--- config.mk ---
export PLATFORM = sky130hd
export DESIGN_NAME = sha256_compress_core
export DESIGN_NICKNAME = d
export VERILOG_FILES = /design/src/rtl/sha256_compress_core.sv
export SDC_FILE = /design/constraint.sdc
export NUM_CORES = 2
export LEC_CHECK = 0
export BUFFER_PORTS_ARGS = -buffer_cell sky130_fd_sc_hd__buf_2
export CAP_MARGIN = 20
export CORE_ASPECT_RATIO = 0.7
export CORE_MARGIN = 4
export CORE_UTILIZATION = 26
export DETAILED_ROUTE_END_ITERATION = 8
export PLACE_DENSITY = 0.45
export SYNTH_ARGS = -nofsm -noshare
export SYNTH_HDL_FRONTEND = slang
export SYNTH_SLANG_ARGS = --single-unit
--- constraint.sdc ---
create_clock -name clock -period 7.8 [get_ports clock]
set_clock_uncertainty 0.1 [all_clocks]
set_input_delay 0.78 -clock clock [delete_from_list [all_inputs] [get_ports clock]]
set_output_delay 0.78 -clock clock [all_outputs]
set_load 0.05 [all_outputs]
--- src/rtl/sha256_compress_core.sv ---
// Purpose: iterative SHA-256 compression, one round per clock, miner datapath.
// Latency: start edge N -> done pulse after edge N+ROUNDS+1 (65 cycles at 64 rounds).
// Backpressure: none; start is ignored while busy, accepted again in the done cycle.

// Plain 32-bit inverter, kept as its own cell so Ch has a dedicated ~e path.
module sha256_not32 (
    input  logic [31:0] a,
    output logic [31:0] y
);
    assign y = ~a;
endmodule

module sha256_compress_core #(
    parameter int ROUNDS = 64
) (
    input  logic         clock,
    input  logic         reset,
    input  logic         start,
    input  logic [255:0] state_in,
    input  logic [511:0] block_in,
    output logic         busy,
    output logic         done,
    output logic [255:0] digest
);

    typedef enum logic [1:0] {
        IDLE  = 2'd0,
        ROUND = 2'd1,
        FINAL = 2'd2
    } state_t;

    localparam logic [5:0] LAST_RND = 6'(ROUNDS - 1);

    localparam logic [31:0] K [64] = '{
        32'h428a2f98, 32'h71374491, 32'hb5c0fbcf, 32'he9b5dba5,
        32'h3956c25b, 32'h59f111f1, 32'h923f82a4, 32'hab1c5ed5,
        32'hd807aa98, 32'h12835b01, 32'h243185be, 32'h550c7dc3,
        32'h72be5d74, 32'h80deb1fe, 32'h9bdc06a7, 32'hc19bf174,
        32'he49b69c1, 32'hefbe4786, 32'h0fc19dc6, 32'h240ca1cc,
        32'h2de92c6f, 32'h4a7484aa, 32'h5cb0a9dc, 32'h76f988da,
        32'h983e5152, 32'ha831c66d, 32'hb00327c8, 32'hbf597fc7,
        32'hc6e00bf3, 32'hd5a79147, 32'h06ca6351, 32'h14292967,
        32'h27b70a85, 32'h2e1b2138, 32'h4d2c6dfc, 32'h53380d13,
        32'h650a7354, 32'h766a0abb, 32'h81c2c92e, 32'h92722c85,
        32'ha2bfe8a1, 32'ha81a664b, 32'hc24b8b70, 32'hc76c51a3,
        32'hd192e819, 32'hd6990624, 32'hf40e3585, 32'h106aa070,
        32'h19a4c116, 32'h1e376c08, 32'h2748774c, 32'h34b0bcb5,
        32'h391c0cb3, 32'h4ed8aa4a, 32'h5b9cca4f, 32'h682e6ff3,
        32'h748f82ee, 32'h78a5636f, 32'h84c87814, 32'h8cc70208,
        32'h90befffa, 32'ha4506ceb, 32'hbef9a3f7, 32'hc67178f2
    };

    function automatic logic [31:0] rotr(input logic [31:0] x, input int n);
        return (x >> n) | (x << (32 - n));
    endfunction

    function automatic logic [31:0] big_sigma0(input logic [31:0] x);
        return rotr(x, 2) ^ rotr(x, 13) ^ rotr(x, 22);
    endfunction

    function automatic logic [31:0] big_sigma1(input logic [31:0] x);
        return rotr(x, 6) ^ rotr(x, 11) ^ rotr(x, 25);
    endfunction

    function automatic logic [31:0] small_sigma0(input logic [31:0] x);
        return rotr(x, 7) ^ rotr(x, 18) ^ (x >> 3);
    endfunction

    function automatic logic [31:0] small_sigma1(input logic [31:0] x);
        return rotr(x, 17) ^ rotr(x, 19) ^ (x >> 10);
    endfunction

    state_t      state;
    logic [5:0]  rnd;
    logic [31:0] hin [8];
    logic [31:0] a, b, c, d, e, f, g, h;
    logic [31:0] w [16];

    logic [31:0] not_e;
    logic [31:0] ch;
    logic [31:0] maj;
    logic [31:0] t1;
    logic [31:0] t2;
    logic [31:0] w_new;

    sha256_not32 u_not_e (
        .a (e),
        .y (not_e)
    );

    assign ch  = (e & f) ^ (not_e & g);
    assign maj = (a & b) ^ (a & c) ^ (b & c);
    assign t1  = h + big_sigma1(e) + ch + K[rnd] + w[0];
    assign t2  = big_sigma0(a) + maj;
    // w[i] holds W[t+i] during round t, so the appended word is W[t+16].
    assign w_new = small_sigma1(w[14]) + w[9] + small_sigma0(w[1]) + w[0];

    always_ff @(posedge clock) begin
        if (reset) begin
            state  <= IDLE;
            busy   <= 1'b0;
            done   <= 1'b0;
            digest <= '0;
            rnd    <= '0;
            a <= '0; b <= '0; c <= '0; d <= '0;
            e <= '0; f <= '0; g <= '0; h <= '0;
            for (int i = 0; i < 8; i++) hin[i] <= '0;
            for (int i = 0; i < 16; i++) w[i] <= '0;
        end else begin
            done <= 1'b0;
            case (state)
                IDLE: begin
                    if (start) begin
                        for (int i = 0; i < 8; i++) hin[i] <= state_in[255 - 32*i -: 32];
                        for (int i = 0; i < 16; i++) w[i] <= block_in[511 - 32*i -: 32];
                        a <= state_in[255:224];
                        b <= state_in[223:192];
                        c <= state_in[191:160];
                        d <= state_in[159:128];
                        e <= state_in[127:96];
                        f <= state_in[95:64];
                        g <= state_in[63:32];
                        h <= state_in[31:0];
                        rnd   <= '0;
                        busy  <= 1'b1;
                        state <= ROUND;
                    end
                end
                ROUND: begin
                    h <= g;
                    g <= f;
                    f <= e;
                    e <= d + t1;
                    d <= c;
                    c <= b;
                    b <= a;
                    a <= t1 + t2;
                    for (int i = 0; i < 15; i++) w[i] <= w[i+1];
                    w[15] <= w_new;
                    rnd <= rnd + 6'd1;
                    if (rnd == LAST_RND) state <= FINAL;
                end
                FINAL: begin
                    digest <= {hin[0] + a, hin[1] + b, hin[2] + c, hin[3] + d,
                               hin[4] + e, hin[5] + f, hin[6] + g, hin[7] + h};
                    done  <= 1'b1;
                    busy  <= 1'b0;
                    state <= IDLE;
                end
                default: state <= IDLE;
            endcase
        end
    end

endmodule
Word-level counts from Yosys, hierarchy flattened
Memories as Yosys holds them, arrays and structs flattened. Index checks and enable logic that the tools add are counted.

Flip-flop bits (word level): 522. Memory bits (writable): 768. Memory bits (read-only): 2048. Input bits: 771. Output and inout bits: 258. Logic and storage cells: 190. Memories kept: 3.

Memories: (name not given) (words 64, width 32, read ports 1, clocked after Yosys merged registers in 0, write ports 0, line 93) `assign t1 = h + big_sigma1(e) + ch + K[rnd] + w[0];`; w (words 16, width 32, read ports 16, clocked after Yosys merged registers in 0, write ports 16, line 77) `logic [31:0] w [16];`; hin (words 8, width 32, read ports 8, clocked after Yosys merged registers in 0, write ports 8, line 75) `logic [31:0] hin [8];`.

$add $sub $neg: 19. $lt $le $gt $ge: 1. Equal/unequal tests: 5. Muxes and demuxes: 75. Bitwise gates (word level): 68. Reduce and logical (&&, ||, !) cells: 6.

Operator list (count): $mux 32 (50); $add 32x32->32 (18); $pmux 32 s2 (8); $xor 32x32->32 (9); $and 32x32->32 (5); $or 1x1->1 (40); $not 32->32 (1); $or 10x32->32 (1); $or 13x32->32 (1); $or 14x32->32 (1); $or 15x32->32 (1); $or 19x32->32 (1); $or 21x32->32 (1); $or 25x32->32 (1); $or 26x32->32 (1); $or 30x32->32 (1); $or 7x32->32 (1); $xor 32x22->32 (1); $xor 32x29->32 (1); $pmux 6 s2 (1); $mux 1 (11); $ge 7x7->1 const B (1); $not 6->7 (1); $add 6x1->6 const B (1); other kinds (11) (16).

Depth between registers and ports, before layout
Word-level depth: 9. Depth in mapped cells: 40. Depth with buffers taken out: 39.

Cells and area by module
From an unflattened synthesis, not the netlist that was laid out.

Cells, all modules: 8362. Area, all modules: 77272.9 um^2.

Modules (own cells, without submodules): sha256_compress_core (times used 1, cells an instance 8330, area an instance 77152.7 um^2, seq. area each 33512.1 um^2); sha256_not32 (times used 1, cells an instance 32, area an instance 120.1 um^2, seq. area each 0.0 um^2).

Least setup slack after synthesis
No wires, ideal clock.

Kind: register to register. Start point: reg rnd[1]. End point: reg a[31]. Arrival: 7.904 ns. Slack: -0.333 ns. Stages on the path, launching flop included: 37. Buffers on the path: 0. Cell sequence: dfxtp_1 clkinv_1 ha_1 nor2_1 nor2_1 a211oi_1 a21oi_1 mux4_2 fa_1 inv_1 fa_1 inv_1 ha_1 or4_1 o211ai_1 o21ba_2 a311o_2 a31o_2 a21oi_1 o21bai_1 a21oi_1 xnor2_1 inv_1 fa_1 inv_1 ha_1 nand4_1 nor2_1 nand2_1 o221ai_1 o21ba_2 nand2b_1 a21o_1 o21ai_0 a21oi_1 xnor2_1 o21ai_0.

Cells in the longest elaborated chain, start to end: 8.

Ends and longest elaborated chain: start, declared (line 74) `logic [5:0] rnd;`; start signal, assigned (line 140) `rnd <= rnd + 6'd1;`; $not 6->7 (not written as such) (line 93); $mem_v2 64x32; $mux 32 (not written as such) (2 in series) (line 93); $add 32x32->32 (2 in series) (line 93); $add 32x32->32 (line 137) `a <= t1 + t2;`; $pmux 32 s2 (line 111) `case (state)`; end signal, assigned (line 116) `a <= state_in[255:224];`; end signal, assigned (line 137); end, declared (line 76) `logic [31:0] a, b, c, d, e, f, g, h;`.

Every way passes these cells. The select of a mux whose other input is x is not followed. A chain may end at the register's enable or synchronous reset.

Worst setup path after layout
Start point: reg rnd[0]. End point: reg a[31].

Same word-level chain as after synthesis.

==> impl_metrics.csv <==
group,metric,value,unit
route,wl_per_cell,29.08,um
placement,gp_congestion,0.9624,
cts,clock_path_buffers,4,
route,route.detailed.drc,0,
global_route,grt_max_degree,192,
floorplan,num_io_pins,1029,
sta,relSlewSlack,6.791,%
placement,dpl.hpwl,306000,um
sta,min_period_over_period,100.0,%
cts,cts_root_buffer,"clkbuf_16",
finish,area_growth,25.56,%
floorplan,fp.dieH,462.3,um
synth,ys_warn_count,0,
sta,hold_viol,0,
setup_path,cp.arrival,8390,ps
global_route,antenna_found_initial,103,
route,drt_iter0_markers,7074,
finish,drive_gt1_share,22.52,%
placement,io_buffer_count,1028,
synth,syn-num-nets,9470,
sta,grt_setup_unrepaired,"yes",
route,drt-total-wl,391400,um
synth,avgSynthCellArea,9.446,um2
synth,netlist_area,76650,um2
cts,clock-sinks,1290,
cts,cts_tree,"built",
synth,synthFlopType,"edfxtp_1",
route,vias,70001,
floorplan,core,292900,um2
outcome,violations,"setup timing",
sta,setup_tns,-3.642,ps
route,viasPerCell,5.200,
cts,postCtsHoldBufs,0,
placement,placed_area,89740,um2
finish,fin_cells,13462,
synth,synth_cell_types,91,
run,maxCapViolCount,0,
floorplan,fp.dieW,657.0,um
synth,synth.most_common_cell,"nand2_1",
route,ant_nets,0,
cts,clock_latency,860,ps
route,firstDrtPassIters,6,
finish,fin_nets,10789,
cts,clk_pin_slew,60,ps
synth,post-synth-top-area-cell,"edfxtp_1",
sta,period_minus_slack,7804,ps
min_path,hold_class,"input port to flip-flop",
floorplan,num_rows,166,
sta,fin_ws,-3.642,ps
synth,synthArstFlopShare,0,%
sta,fmax,128.1,MHz
sta,final-setup-viol-count,1,
synth,synth_seq_area_share,43.72,%
synth,synth-edff-count,768,
synth,synth_top_area_share,30.09,%
global_route,first_global_vias,66671,
global_route,grt-ovfl-total,0,
cts,cts_buffers,156,
sta,finalMaxSlewViolations,0,
setup_path,end_kind,"flip-flop",
outcome,outcome,"complete, but fails checks",
setup_path,start_kind,"flip-flop",
setup_path,worst_ep_required_time,8390,ps
floorplan,initial_utilization,26.17,%
synth,synth_cells,8114,
setup_path,critical_path.max_stage_delay,560,ps
finish,design_area,96240,um2
floorplan,dieArea,303700,um2
setup_path,criticalPathCategory,"flip-flop to flip-flop",
synth,synthTopCellsByArea,"edfxtp_1 30%, dfxtp_1 14%, ha_1 6.4%",
synth,synth_seq_cells,1290,
placement,dp_cells,13109,
sta,worst_slew_pin_slew,1398,ps
setup_path,path_max_fanout,4,
global_route,grt_pass1_wl,531500,um
global_route,grt.total_usage,24.54,%
synth,ys_top_cells_by_count,"1256 x nand2_1, 792 x a21oi_1, 768 x edfxtp_1",
setup_path,cpMaxStageDelayCell,"fa_1",
cts,htree_num_levels,4,
cell families (layout without fill, tap and decap cells):
group	after synthesis	in the layout	synth area share [%]
flip-flops	1290	1290	43.72
adder cells (fa/ha/maj)	588	588	11.50
other	0	48	0
XOR/XNOR	557	557	6.375
AND/OR/NAND/NOR	2466	2466	14.01
buffers and inverters	884	2320	4.363
AO/OA/AOI/OAI	2278	2278	19.23
multiplexers	51	51	0.8031
critical path: cells and delay by family, from the launching register on:
kind / cells / cell delay (ps)
XOR/XNOR: 2 / 290
AND/OR/NAND/NOR: 7 / 1220
flip-flops: 1 / 360
multiplexers: 1 / 540
adder cells (fa/ha/maj): 6 / 2230
AO/OA/AOI/OAI: 13 / 2120
buffers and inverters: 8 / 740
worst paths after layout:
check / startpoint / endpoint / slack (ps) / cells after the start
worst max-delay path: rnd[0] / a[31] / -4 / 37
worst min-delay path: block_in[231] / w[1][7] / 110 / 2
worst max register to register: rnd[0] / a[31] / -4 / 37
worst min register to register: digest[15] / digest[15] / 350 / 2
state kept, by name, summed over array words and instances, names as in the netlist:
name	flops
hin	256
done	1
rnd	6
h	32
a	32
w	512
d	32
busy	1
f	32
state	2
e	32
c	32
digest	256
g	32
b	32
layout make-up:
class | count | area (um2)
clock buffers | 198 | 4279
inverters | 371 | 1443
fillers | 30512 | 196600
flip-flops and latches | 1290 | 33530
clock inverters | 77 | 764.5
well taps | 3864 | 4835
repair buffers | 1674 | 10400
diodes | 48 | 120.1
multi-input cells | 5940 | 40870
cells in the final DEF (no fill, tap or decap), types with 28 or more instances in the layout:
master,n
nand2_1,1249
o21ai_1,38
mux2i_1,39
edfxtp_1,768
fa_1,192
o211ai_1,33
ha_1,367
dfxtp_1,517
a31oi_1,34
nor3_1,53
clkinv_2,28
a221o_1,47
diode_2,48
o31ai_1,33
buf_2,1028
a21o_1,200
o21ai_0,427
and3_1,208
nor2_1,556
nand3_1,90
buf_4,605
or3_1,33
clkbuf_16,162
a211oi_1,34
o21a_1,43
xnor2_1,351
a21oi_1,762
o221ai_1,190
inv_1,348
nor2b_1,99
xor2_1,197
a22o_1,129
nand2b_1,54
a211o_1,28
per-layer routing:
metal / up-vias / GRT usage, % / share of wire, %
li1: 31594 / - / -
met1: 35118 / 36.93 / 48
met2: 2866 / 35.72 / 42
met3: 417 / 4.990 / 7.9
met4: 6 / 5.482 / 2.4
met5: - / 0 / 0.010
repair_timing:
item	in CTS	in global routing
setup endpoints to repair	26	29
resized for setup	100	165
setup buffers	13	17
pin swaps	35	92
through the flow:
step | hold slack [ps] | utilization [%] | worst slack (ps)
after floorplan | 372.7 | - | 31.70
after global placement | 332.5 | 30.64 | -1285
after detailed placement | 340.3 | 30.64 | -576.8
after CTS | 39.76 | 32.53 | 1.168
after global routing | 70.18 | 32.85 | -263.4
final | 108.2 | 32.86 | -3.642
Power is not shown: default switching activity piles up to over one toggle a cycle in this logic, so the estimate is an artifact.
